<file path="config.mk">
export PLATFORM = sky130hd
export DESIGN_NAME = uno_seq_flat
export DESIGN_NICKNAME = d
export VERILOG_FILES = /design/src/rtl/uno_seq_if.sv /design/src/rtl/uno_seq.sv /design/src/flat_wrapper.sv
export SDC_FILE = /design/constraint.sdc
export NUM_CORES = 1
export LEC_CHECK = 0
export ABC_AREA = 1
export BUFFER_PORTS_ARGS = -buffer_cell sky130_fd_sc_hd__buf_4
export CAP_MARGIN = 25
export CELL_PAD_IN_SITES_DETAIL_PLACEMENT = 1
export CELL_PAD_IN_SITES_GLOBAL_PLACEMENT = 1
export CORE_ASPECT_RATIO = 1.1
export CORE_MARGIN = 5
export CORE_UTILIZATION = 46
export DETAILED_ROUTE_END_ITERATION = 8
export MAX_ROUTING_LAYER = met4
export PLACE_DENSITY_LB_ADDON = 0.2
export SYNTH_ARGS = -nofsm -noshare
export SYNTH_HDL_FRONTEND = slang
export SYNTH_SLANG_ARGS = --single-unit
</file>
<file path="constraint.sdc">
create_clock -name clk -period 11.3 [get_ports clk]
set_input_delay 1.13 -clock clk [delete_from_list [all_inputs] [get_ports clk]]
set_output_delay 1.13 -clock clk [all_outputs]
set_load 0.1 [all_outputs]
</file>
<file path="src/rtl/uno_seq_if.sv">
// Request/response handshake and coefficient/exp-scale ROM signals of the uno_seq PE.
// slave is the PE side; master is the array/controller side.
interface uno_seq_if #(
    parameter int unsigned DATA_W = 12,
    parameter int unsigned FRAC_W = 8,
    parameter int unsigned IDX_W  = 2
);
    logic                      in_valid;
    logic                      in_ready;
    logic [1:0]                op;
    logic [DATA_W-1:0]         x;
    logic [DATA_W-1:0]         y;
    logic [2*DATA_W-1:0]       z;
    logic                      acc_en;
    logic                      out_valid;
    logic                      out_ready;
    logic [2*DATA_W-1:0]       out_data;
    logic                      out_err;
    logic [1:0]                coef_op;
    logic [IDX_W-1:0]          coef_idx;
    logic [DATA_W-1:0]         coef_data;
    logic [DATA_W-FRAC_W-1:0]  exps_idx;
    logic [DATA_W-1:0]         exps_data;

    modport slave (
        input  in_valid, op, x, y, z, acc_en, out_ready, coef_data, exps_data,
        output in_ready, out_valid, out_data, out_err, coef_op, coef_idx, exps_idx
    );

    modport master (
        output in_valid, op, x, y, z, acc_en, out_ready, coef_data, exps_data,
        input  in_ready, out_valid, out_data, out_err, coef_op, coef_idx, exps_idx
    );
endinterface

</file>
<file path="src/rtl/uno_seq.sv">
// Self-sequencing nonlinear PE: MAC, DIV, EXP and LOG on one shared multiplier,
// with Horner polynomial evaluation driven by an internal term sequencer.
module uno_seq #(
    parameter int unsigned DATA_W  = 12,
    parameter int unsigned FRAC_W  = 8,
    parameter int unsigned N_TERMS = 4,
    parameter int unsigned IDX_W   = 2,
    parameter int unsigned LN2_Q   = 177
) (
    input  logic     clk,
    input  logic     rst_n,
    uno_seq_if.slave bus
);
    localparam int unsigned INT_W  = DATA_W - FRAC_W;
    localparam int unsigned WIDE_W = 2 * DATA_W;
    localparam int unsigned SUM_W  = WIDE_W + 1;
    localparam int unsigned S_W    = $clog2(FRAC_W + 1);

    localparam logic [1:0] OP_MAC = 2'b00;
    localparam logic [1:0] OP_DIV = 2'b01;
    localparam logic [1:0] OP_EXP = 2'b10;
    localparam logic [1:0] OP_LOG = 2'b11;

    localparam logic signed [DATA_W-1:0] Q_MAX = {1'b0, {(DATA_W-1){1'b1}}};
    localparam logic signed [DATA_W-1:0] Q_MIN = {1'b1, {(DATA_W-1){1'b0}}};
    localparam logic signed [DATA_W-1:0] Q_ONE = DATA_W'(1 << FRAC_W);
    localparam logic signed [DATA_W-1:0] Q_3_4 = DATA_W'(3 << (FRAC_W - 2));

    typedef enum logic [2:0] {S_IDLE, S_MAC, S_PREP, S_HORN, S_FINAL, S_DONE} state_t;

    state_t                    r_state;
    logic [1:0]                r_op;
    logic signed [DATA_W-1:0]  r_x, r_y, r_acc, r_v, r_scale;
    logic signed [WIDE_W-1:0]  r_z, r_offset, r_out_data;
    logic                      r_acc_en, r_err, r_out_err, r_out_valid, r_in_ready;
    logic [IDX_W-1:0]          r_coef_idx;

    function automatic logic signed [DATA_W-1:0] f_sat(input logic signed [SUM_W-1:0] a);
        if (a > SUM_W'(Q_MAX)) return Q_MAX;
        if (a < SUM_W'(Q_MIN)) return Q_MIN;
        return DATA_W'(a);
    endfunction

    function automatic logic [S_W-1:0] f_lzc(input logic [FRAC_W-1:0] f);
        logic [S_W-1:0] n;
        n = S_W'(FRAC_W);
        for (int i = 0; i < FRAC_W; i++) begin
            if (f[i]) n = S_W'(FRAC_W - 1 - i);
        end
        return n;
    endfunction

    logic [FRAC_W-1:0]         w_frac, w_xnorm;
    logic [INT_W-1:0]          w_int;
    logic [S_W-1:0]            w_s;
    logic signed [DATA_W-1:0]  w_v_norm, w_mul_a, w_mul_b, w_horn, w_final;
    logic signed [WIDE_W-1:0]  w_y_sh, w_prod, w_mac;
    logic [WIDE_W-1:0]         w_log_off;
    logic                      w_dom_err;

    // Range reduction: normalise the fraction into [0.5,1) and centre it on 0.75
    assign w_frac    = r_x[FRAC_W-1:0];
    assign w_int     = r_x[DATA_W-1:FRAC_W];
    assign w_s       = f_lzc(w_frac);
    assign w_xnorm   = w_frac << w_s;
    assign w_v_norm  = Q_3_4 - $signed(DATA_W'(w_xnorm));
    assign w_y_sh    = WIDE_W'(r_y) <<< w_s;
    assign w_log_off = WIDE_W'(0) - WIDE_W'(w_s) * WIDE_W'(LN2_Q);
    assign w_dom_err = r_op[0] && ((w_frac == '0) || (w_int != '0));

    // Single multiplier shared by MAC, Horner steps and final scaling
    always_comb begin
        w_mul_a = r_x;
        w_mul_b = r_y;
        case (r_state)
            S_HORN:  begin w_mul_a = r_acc; w_mul_b = r_v;     end
            S_FINAL: begin w_mul_a = r_acc; w_mul_b = r_scale; end
            default: ;
        endcase
    end

    assign w_prod  = w_mul_a * w_mul_b;
    assign w_mac   = w_prod + (r_acc_en ? r_out_data : r_z);
    assign w_horn  = f_sat(SUM_W'(w_prod >>> FRAC_W) + SUM_W'($signed(bus.coef_data)));
    assign w_final = f_sat(SUM_W'(w_prod >>> FRAC_W) + SUM_W'(r_offset));

    always_ff @(posedge clk or negedge rst_n) begin
        if (!rst_n) begin
            r_state     <= S_IDLE;
            r_op        <= '0;
            r_x         <= '0;
            r_y         <= '0;
            r_z         <= '0;
            r_acc_en    <= 1'b0;
            r_acc       <= '0;
            r_v         <= '0;
            r_scale     <= '0;
            r_offset    <= '0;
            r_err       <= 1'b0;
            r_coef_idx  <= '0;
            r_out_data  <= '0;
            r_out_err   <= 1'b0;
            r_out_valid <= 1'b0;
            r_in_ready  <= 1'b1;
        end else begin
            case (r_state)
                S_IDLE: begin
                    if (bus.in_valid) begin
                        r_op       <= bus.op;
                        r_x        <= bus.x;
                        r_y        <= bus.y;
                        r_z        <= bus.z;
                        r_acc_en   <= bus.acc_en;
                        r_in_ready <= 1'b0;
                        r_coef_idx <= IDX_W'(N_TERMS - 1);
                        r_state    <= (bus.op == OP_MAC) ? S_MAC : S_PREP;
                    end
                end
                S_MAC: begin
                    r_out_data  <= w_mac;
                    r_out_err   <= 1'b0;
                    r_out_valid <= 1'b1;
                    r_coef_idx  <= '0;
                    r_state     <= S_DONE;
                end
                S_PREP: begin
                    r_acc      <= $signed(bus.coef_data);
                    r_coef_idx <= IDX_W'(N_TERMS - 2);
                    r_err      <= w_dom_err;
                    r_offset   <= '0;
                    r_v        <= w_v_norm;
                    case (r_op)
                        OP_DIV:  r_scale <= f_sat(SUM_W'(w_y_sh));
                        OP_LOG:  begin
                            r_scale  <= Q_ONE;
                            r_offset <= $signed(w_log_off);
                        end
                        OP_EXP:  begin
                            r_scale <= $signed(bus.exps_data);
                            r_v     <= $signed(DATA_W'(w_frac));
                        end
                        default: r_scale <= Q_ONE;
                    endcase
                    r_state <= S_HORN;
                end
                S_HORN: begin
                    r_acc <= w_horn;
                    if (r_coef_idx == '0) r_state <= S_FINAL;
                    else                  r_coef_idx <= r_coef_idx - IDX_W'(1);
                end
                S_FINAL: begin
                    if (r_err) r_out_data <= (r_op == OP_DIV) ? WIDE_W'(Q_MAX) : WIDE_W'(Q_MIN);
                    else       r_out_data <= WIDE_W'(w_final);
                    r_out_err   <= r_err;
                    r_out_valid <= 1'b1;
                    r_state     <= S_DONE;
                end
                S_DONE: begin
                    if (bus.out_ready) begin
                        r_out_valid <= 1'b0;
                        r_in_ready  <= 1'b1;
                        r_state     <= S_IDLE;
                    end
                end
                default: r_state <= S_IDLE;
            endcase
        end
    end

    assign bus.in_ready  = r_in_ready;
    assign bus.out_valid = r_out_valid;
    assign bus.out_data  = r_out_data;
    assign bus.out_err   = r_out_err;
    assign bus.coef_op   = r_op;
    assign bus.coef_idx  = r_coef_idx;
    assign bus.exps_idx  = r_x[DATA_W-1:FRAC_W];
endmodule

</file>
<file path="src/flat_wrapper.sv">
// flat-port wrapper written by rule: the top's interface ports become plain ports
module uno_seq_flat 
#(
    parameter int unsigned DATA_W  = 12,
    parameter int unsigned FRAC_W  = 8,
    parameter int unsigned N_TERMS = 4,
    parameter int unsigned IDX_W   = 2,
    parameter int unsigned LN2_Q   = 177
)
  (clk, rst_n, bus_in_valid, bus_op, bus_x, bus_y, bus_z, bus_acc_en, bus_out_ready, bus_coef_data, bus_exps_data, bus_in_ready, bus_out_valid, bus_out_data, bus_out_err, bus_coef_op, bus_coef_idx, bus_exps_idx);
  uno_seq_if #(.DATA_W(DATA_W), .FRAC_W(FRAC_W), .IDX_W(IDX_W)) bus_i ();
  input  logic clk;
  input  logic rst_n;
  input wire logic [$bits(bus_i.in_valid)-1:0] bus_in_valid;
  input wire logic [$bits(bus_i.op)-1:0] bus_op;
  input wire logic [$bits(bus_i.x)-1:0] bus_x;
  input wire logic [$bits(bus_i.y)-1:0] bus_y;
  input wire logic [$bits(bus_i.z)-1:0] bus_z;
  input wire logic [$bits(bus_i.acc_en)-1:0] bus_acc_en;
  input wire logic [$bits(bus_i.out_ready)-1:0] bus_out_ready;
  input wire logic [$bits(bus_i.coef_data)-1:0] bus_coef_data;
  input wire logic [$bits(bus_i.exps_data)-1:0] bus_exps_data;
  output wire logic [$bits(bus_i.in_ready)-1:0] bus_in_ready;
  output wire logic [$bits(bus_i.out_valid)-1:0] bus_out_valid;
  output wire logic [$bits(bus_i.out_data)-1:0] bus_out_data;
  output wire logic [$bits(bus_i.out_err)-1:0] bus_out_err;
  output wire logic [$bits(bus_i.coef_op)-1:0] bus_coef_op;
  output wire logic [$bits(bus_i.coef_idx)-1:0] bus_coef_idx;
  output wire logic [$bits(bus_i.exps_idx)-1:0] bus_exps_idx;
  assign bus_i.in_valid = bus_in_valid;
  assign bus_i.op = bus_op;
  assign bus_i.x = bus_x;
  assign bus_i.y = bus_y;
  assign bus_i.z = bus_z;
  assign bus_i.acc_en = bus_acc_en;
  assign bus_i.out_ready = bus_out_ready;
  assign bus_i.coef_data = bus_coef_data;
  assign bus_i.exps_data = bus_exps_data;
  assign bus_in_ready = bus_i.in_ready;
  assign bus_out_valid = bus_i.out_valid;
  assign bus_out_data = bus_i.out_data;
  assign bus_out_err = bus_i.out_err;
  assign bus_coef_op = bus_i.coef_op;
  assign bus_coef_idx = bus_i.coef_idx;
  assign bus_exps_idx = bus_i.exps_idx;
  uno_seq #(.DATA_W(DATA_W), .FRAC_W(FRAC_W), .N_TERMS(N_TERMS), .IDX_W(IDX_W), .LN2_Q(LN2_Q)) u_core (.clk(clk), .rst_n(rst_n), .bus(bus_i));
endmodule
</file>
* Yosys cells after proc, flatten, opt, wreduce, memory -nomap -nowiden
Cells that the tools add are included.
** Operators by class
- Add/sub/neg operators :: 6
- Multipliers :: 2
- Divide/modulo/power cells :: 0
- Magnitude comparators :: 6
- Equality and inequality tests :: 12
- Shift-type cells :: 2
- Mux-type cells :: 57
- Bitwise gates (word level) :: 0
- Reduce and logical (&&, ||, !) cells :: 19
** Operator list (count)
- 12-bit 2-to-1 mux :: 14
- 24-bit 2-to-1 mux :: 4
- 12-bit one-hot mux with 2 select lines :: 3
- 25-bit by 12-bit greater-than comparator with 1-bit output (second input constant) :: 2
- 25-bit by 12-bit < comparator with 1-bit output (second input constant) :: 2
- 24-bit one-hot mux with 2 select lines :: 1
- 4-bit 2-to-1 mux :: 8
- 16-bit by 24-bit adder with 25-bit output :: 1
- 24-bit adder :: 1
- 24-bit by 12-bit greater-than comparator with 1-bit output (second input constant) :: 1
- 24-bit by 12-bit < comparator with 1-bit output (second input constant) :: 1
- 12-bit by 12-bit multiplier with 24-bit output :: 1
- 12-bit by 4-bit <<< shifter with 24-bit output :: 1
- 16-bit by 12-bit adder with 17-bit output :: 1
- 1-bit 2-to-1 mux :: 16
- 3-bit one-hot mux with 5 select lines :: 1
- 1-bit by 12-bit subtractor with 13-bit output (first input constant) :: 1
- 4-bit by 8-bit multiplier with 12-bit output (second input constant) :: 1
- 3-bit 2-to-1 mux :: 3
- 3-bit AND reduction :: 3
- 8-bit by 8-bit subtractor with 9-bit output (first input constant) :: 1
- 8-bit logical NOT :: 1
- 2-bit one-hot mux with 4 select lines :: 1
- 2-bit nonzero test :: 4
- other kinds (18) :: 31
** Storage, ports and cells
- Register bits after elaboration :: 144
- Bits in latches :: 0
- RAM bits :: 0
- Memory bits (read-only) :: 0
- Input port bits :: 79
- Word-level logic and storage cells :: 120
- Memories :: 0

* Logic depth before layout (Yosys ltp)
- Word-level depth :: 19
- Gate-level depth with buffers :: 52
- Mapped depth without buffers :: 50

* Worst setup path after synthesis
Ideal clock, no wire load.
- Path kind :: register to register
- Start :: reg u_core.r_state[2]
- End :: reg u_core.r_out_data[1] (netlist: u_core.bus.out_data[1])
- Setup time :: 0.083 ns
- Arrival :: 7.846 ns
- Data required time :: 11.217 ns
- Setup slack :: 3.372 ns
- Cell stages (with the launch flop) :: 41
- Path buffers :: 2
- Period minus slack after synthesis :: 7.928 ns
- Cells stage by stage :: dfrtp_1 nor2_1 inv_2 nor2_2 nor2_2 inv_2 buf_2 nand2_1 o21ai_0 buf_2 nand2_1 fa_1 fa_1 inv_1 fa_1 fa_1 inv_1 fa_1 [... 5 more ...] o21ai_0 a31oi_1 o21ai_0 nand3_1 nand2_1 xor2_1 ha_1 a21oi_1 o21ai_0 a21oi_1 o21ai_1 nand3_1 nand3_1 o21ai_1 nand4_1 a21oi_2 a21boi_1 o21ai_0
** On the way
- Cells in the longest elaborated chain, start to end :: 12
- Elaborated cells between the ends (all ways) :: 20
** Ends and longest elaborated chain
- from (decl) :: line uno_seq.sv:31 : state_t r_state;
- from (signal assigned) :: line uno_seq.sv:116 : r_state <= (bus.op == OP_MAC) ? S_MAC : S_PREP;
- 3-bit by 2-bit equality test with 1-bit output or 3-bit equality test (tied branches) :: line uno_seq.sv:75, uno_seq.sv:106
- 2-bit OR reduction (no source line)
- 12-bit 2-to-1 mux :: line uno_seq.sv:75 : case (r_state)
- 12-bit by 12-bit multiplier with 24-bit output :: line uno_seq.sv:82 : assign w_prod = w_mul_a * w_mul_b;
- 16-bit by 24-bit adder with 25-bit output :: line uno_seq.sv:85 : assign w_final = f_sat(SUM_W'(w_prod >>> FRAC_W) + SUM_W'(r_offset));
- 25-bit by 12-bit < comparator with 1-bit output :: line uno_seq.sv:40 : if (a < SUM_W'(Q_MIN)) return Q_MIN;
- 1-bit 2-to-1 mux (2 in a row) :: line uno_seq.sv:40
- 12-bit 2-to-1 mux :: line uno_seq.sv:41 : return DATA_W'(a);
- 12-bit 2-to-1 mux :: line uno_seq.sv:40
- 24-bit 2-to-1 mux :: line uno_seq.sv:152 : if (r_err) r_out_data <= (r_op == OP_DIV) ? WIDE_W'(Q_MAX) : WIDE_W'(Q_MIN);
- 24-bit one-hot mux with 2 select lines :: line uno_seq.sv:106 : case (r_state)
- to (signal assigned) :: line uno_seq.sv:120 : r_out_data <= w_mac;
- to (signal assigned) :: line uno_seq.sv:152
- to (signal assigned) :: line uno_seq.sv:153 : else r_out_data <= WIDE_W'(w_final);
- to (decl) :: line uno_seq.sv:34 : logic signed [WIDE_W-1:0] r_z, r_offset, r_out_data;
Parallel ways exist; a longest one is shown, timed or not. The select of a mux whose other input is x is not followed.
A chain may end at the register's enable or synchronous reset.

* Final worst setup path
- Start :: reg u_core.r_state[2]
- End :: reg u_core.r_out_data[15] (netlist: u_core.bus.out_data[15])
The elaborated chain is that of the path after synthesis.

==> results.sh <==
export IMPL_timing_critical_path_slowest_stage_cell="ha_1"
export IMPL_synth_lib_cells_used_distinct=53
export IMPL_clock_skew_final_ns=0.01537
export IMPL_critical_path_reg2reg_endpoint="u_core.bus.out_data[15]"
export IMPL_port_buffers=113
export IMPL_synth_common_cells="nand2_1, inv_1, o21ai_0, nor2_1, fa_1"
export IMPL_timing_final_setup_violations=0
export IMPL_synth_edf_count=0
export IMPL_fillCellCount=4536
export IMPL_required_ns=11.66
export IMPL_critPathKind="reg -> reg"
export IMPL_ctsHtreeMaxLevel=4
export IMPL_die_width_um=188.5
export IMPL_timing_final_crit_period_ns=10.30
export IMPL_syn2layout_area_growth_pct=11.65
export IMPL_max_cap_violations=0
export IMPL_clock_insertion_delay_worst_skew_ns=0.46
export IMPL_avgViaCountPerCell=5.586
export IMPL_drcViolationCount=0
export IMPL_post_synth_top_area_cell="dfrtp_1"
export IMPL_cts_max_path_buffers=2
export IMPL_drive_above_1_share_pct=9.752
export IMPL_remaining_global_route_overflow=0
export IMPL_grt_setup_unrepaired="no"
export IMPL_min_delay_start="u_core.r_z[23]"
export IMPL_timing_critical_path_from_type="flip-flop"
export IMPL_synth_largest_type_area_fraction_pct=20.03
export IMPL_max_freq_mhz=97.06
export IMPL_core_region_area_um2=34860
export IMPL_wire_length_of_the_first_global_routing_pass_mm=92.82
export IMPL_timing_slew_headroom_pct=31.45
export IMPL_chipHeight_um=206.3
export IMPL_syn_instance_count=2234
export IMPL_r2r_cell_count=38
export IMPL_grt_pass1_vias=16849
export IMPL_yosys_cell_count_top_type="nand2_1"
export IMPL_status="complete, no violations"
export IMPL_ys_dominant_reg_cell="dfrtp_1"
export IMPL_root_buffer="clkbuf_16"
export IMPL_drt_wirelength_per_cell_um=21.17
export IMPL_post_cts_repair_setup_buffers=0
export IMPL_ys_seq_elements=130
export IMPL_cp_max_fo=28
export IMPL_antenna_violating_nets_post_route=0
export IMPL_initial_core_util_pct=46.23
export IMPL_critical_path_endpoint_type="flip-flop"
export IMPL_synthesis_yosys_warnings=0
export IMPL_endpoint_arrival_time_on_the_critical_path_ns=10.66
export IMPL_worst_hold_path_num_cells=2
export IMPL_rr_startpoint="u_core.r_state[2]"
export IMPL_ys_async_sr_fraction_pct=100.0
export IMPL_num_io_pins=114
export IMPL_r2r_slack_ns=1.0
export IMPL_gp_routability_congestion=0.9713
export IMPL_cts_tree="built"
export IMPL_dr_total_vias=15547
export IMPL_layout_nets=2680
export IMPL_timing_final_crit_share_pct=91.17
export IMPL_worst_slew_pin_slew_ns=1.021
export IMPL_number_of_endpoints_with_negative_hold_slack_in_the_final_report=0
export IMPL_hpwlAfterDp_mm=47.82
export IMPL_cts_num_sinks=130
export IMPL_dr_first_iter_drc_count=1048
export IMPL_cts_repair_resize_count=0
export IMPL_multi_input_area_um2=11120
export IMPL_routed_wirelength_mm=58.91
export IMPL_hold_path_end="u_core.r_z[23]"
export IMPL_grt_util_all_layers_pct=31.50
export IMPL_clkTransAtPathRegs_ns=0.06
export IMPL_hold_class="reg -> reg"
export IMPL_yosys_top_cells_area="dfrtp_1, fa_1, nand2_1, ha_1, inv_1"
export IMPL_max_stage_delay_ns=0.60
export IMPL_slew_viol_final=0
export IMPL_mappedNetlistNets=2589
export IMPL_timing_setup_tns_ns=0
export IMPL_area_sequential_um2=3254
export IMPL_die_area_um2=38880
export IMPL_numCtsBuffers=17
export IMPL_seq_area_frac_synth_pct=20.19
export IMPL_final_core_util_pct=51.61
export IMPL_grt_max_degree=88
export IMPL_syn_avg_cell_area_um2=7.214
export IMPL_mappedNetlistArea_um2=16120
export IMPL_core_rowCount=72
export IMPL_grt_antenna_before_repair=1
export IMPL_drtPass1Iterations=4
export IMPL_number_of_buffers_inserted_for_hold_repair_after_clock_tree_synthesis=0
[layout by cell type, fill, tap and decap left out, drive strengths merged, types with 2 or more instances in the layout]
| cell | synthesis | layout |
|---|---|---|
| clkinvlp | 0 | 3 |
| buf | 28 | 135 |
| a211oi | 4 | 4 |
| nor3 | 16 | 16 |
| clkinv | 6 | 11 |
| or2 | 7 | 7 |
| a22oi | 10 | 10 |
| dfrtp | 129 | 129 |
| inv | 374 | 374 |
| nand3 | 124 | 124 |
| nor4 | 3 | 3 |
| bufinv | 0 | 3 |
| nand2 | 618 | 618 |
| o211ai | 5 | 5 |
| and2 | 5 | 5 |
| o21a | 2 | 2 |
| fa | 142 | 142 |
| nand4 | 12 | 12 |
| a32o | 2 | 2 |
| o21ai | 183 | 183 |
| nor2 | 151 | 151 |
| a21boi | 4 | 4 |
| o21bai | 3 | 3 |
| xnor2 | 26 | 26 |
| clkbuf | 35 | 21 |
| a31oi | 12 | 12 |
| nand3b | 2 | 2 |
| a21o | 10 | 10 |
| a21oi | 132 | 132 |
| xor2 | 36 | 36 |
| o31ai | 3 | 3 |
| ha | 134 | 134 |
| o22ai | 9 | 9 |
[how the worst max path moves through the flow]
stage                            startpoint                      end  slack (ns)
after floorplan           u_core.r_state[2]   u_core.bus.out_data[1]        3.37
after global placement    u_core.r_state[2]  u_core.bus.out_data[17]        1.44
after detailed placement  u_core.r_state[2]  u_core.bus.out_data[16]        1.17
after CTS                 u_core.r_state[2]  u_core.bus.out_data[16]        1.05
after global routing      u_core.r_state[1]  u_core.bus.out_data[14]        0.08
final                     u_core.r_state[2]  u_core.bus.out_data[15]         1.0
[final cells by class]
type | instances | area share, %
Multi-Input combinational cell | 1661 | 61.80
Sequential cell | 130 | 18.09
Inverter | 380 | 7.927
Timing Repair Buffer | 135 | 5.653
Tap cell | 444 | 3.087
Clock buffer | 21 | 2.559
Clock inverter | 11 | 0.8692
Antenna cell | 1 | 0.01391
[stage by stage]
stage                     setup slack [ns]  hold slack, ns  instance area (µm²)  instances
after floorplan                      3.372          0.4366                16120       2234
after global placement               1.440          0.4529                17370       2750
after detailed placement             1.165          0.4566                17370       2750
after CTS                            1.050          0.4722                17990       2782
after global routing               0.07681          0.4927                17990       2783
final                               0.9972          0.4658                17990       2783
[cell families after synthesis]
group	Yosys count	synth area share, %
and+or+nand+nor	938	24.18
DFF	130	20.19
adders and majority gates	276	28.04
AOI/OAI and AO/OA	385	13.36
buffers and inverters	443	10.85
xor gates and xnor gates	62	3.369
[critical path: cells and delay by family (launching register included)]
family,cells,cell delay (ns)
compound gates,11,2.23
buf+inv,8,1.87
fa+ha+maj,7,3.39
xor+xnor,1,0.16
simple gates,11,2.10
flops,1,0.45
[registers in the layout, summed over array words and instances (netlist names), 2 cells and up]
name and cells:
u_core.bus.out_data 24, u_core.r_z 24, u_core.r_offset 13, u_core.r_acc 12, u_core.r_scale 12, u_core.r_x 12
u_core.r_y 12, u_core.r_v 9, u_core.r_state 3, u_core.bus.coef_idx 2, u_core.bus.coef_op 2
[per-layer routing]
layer	up-vias	global-route usage, %	routed length, µm
met5	-	-	0
met4	0	12.02	2479
met3	130	3.615	2885
met2	422	53.99	28730
met1	7754	38.56	24810
li1	7241	-	-
Power is left out: the tool's default activity adds up to more than one toggle a clock period on the data nets, which glitch-free logic cannot reach.
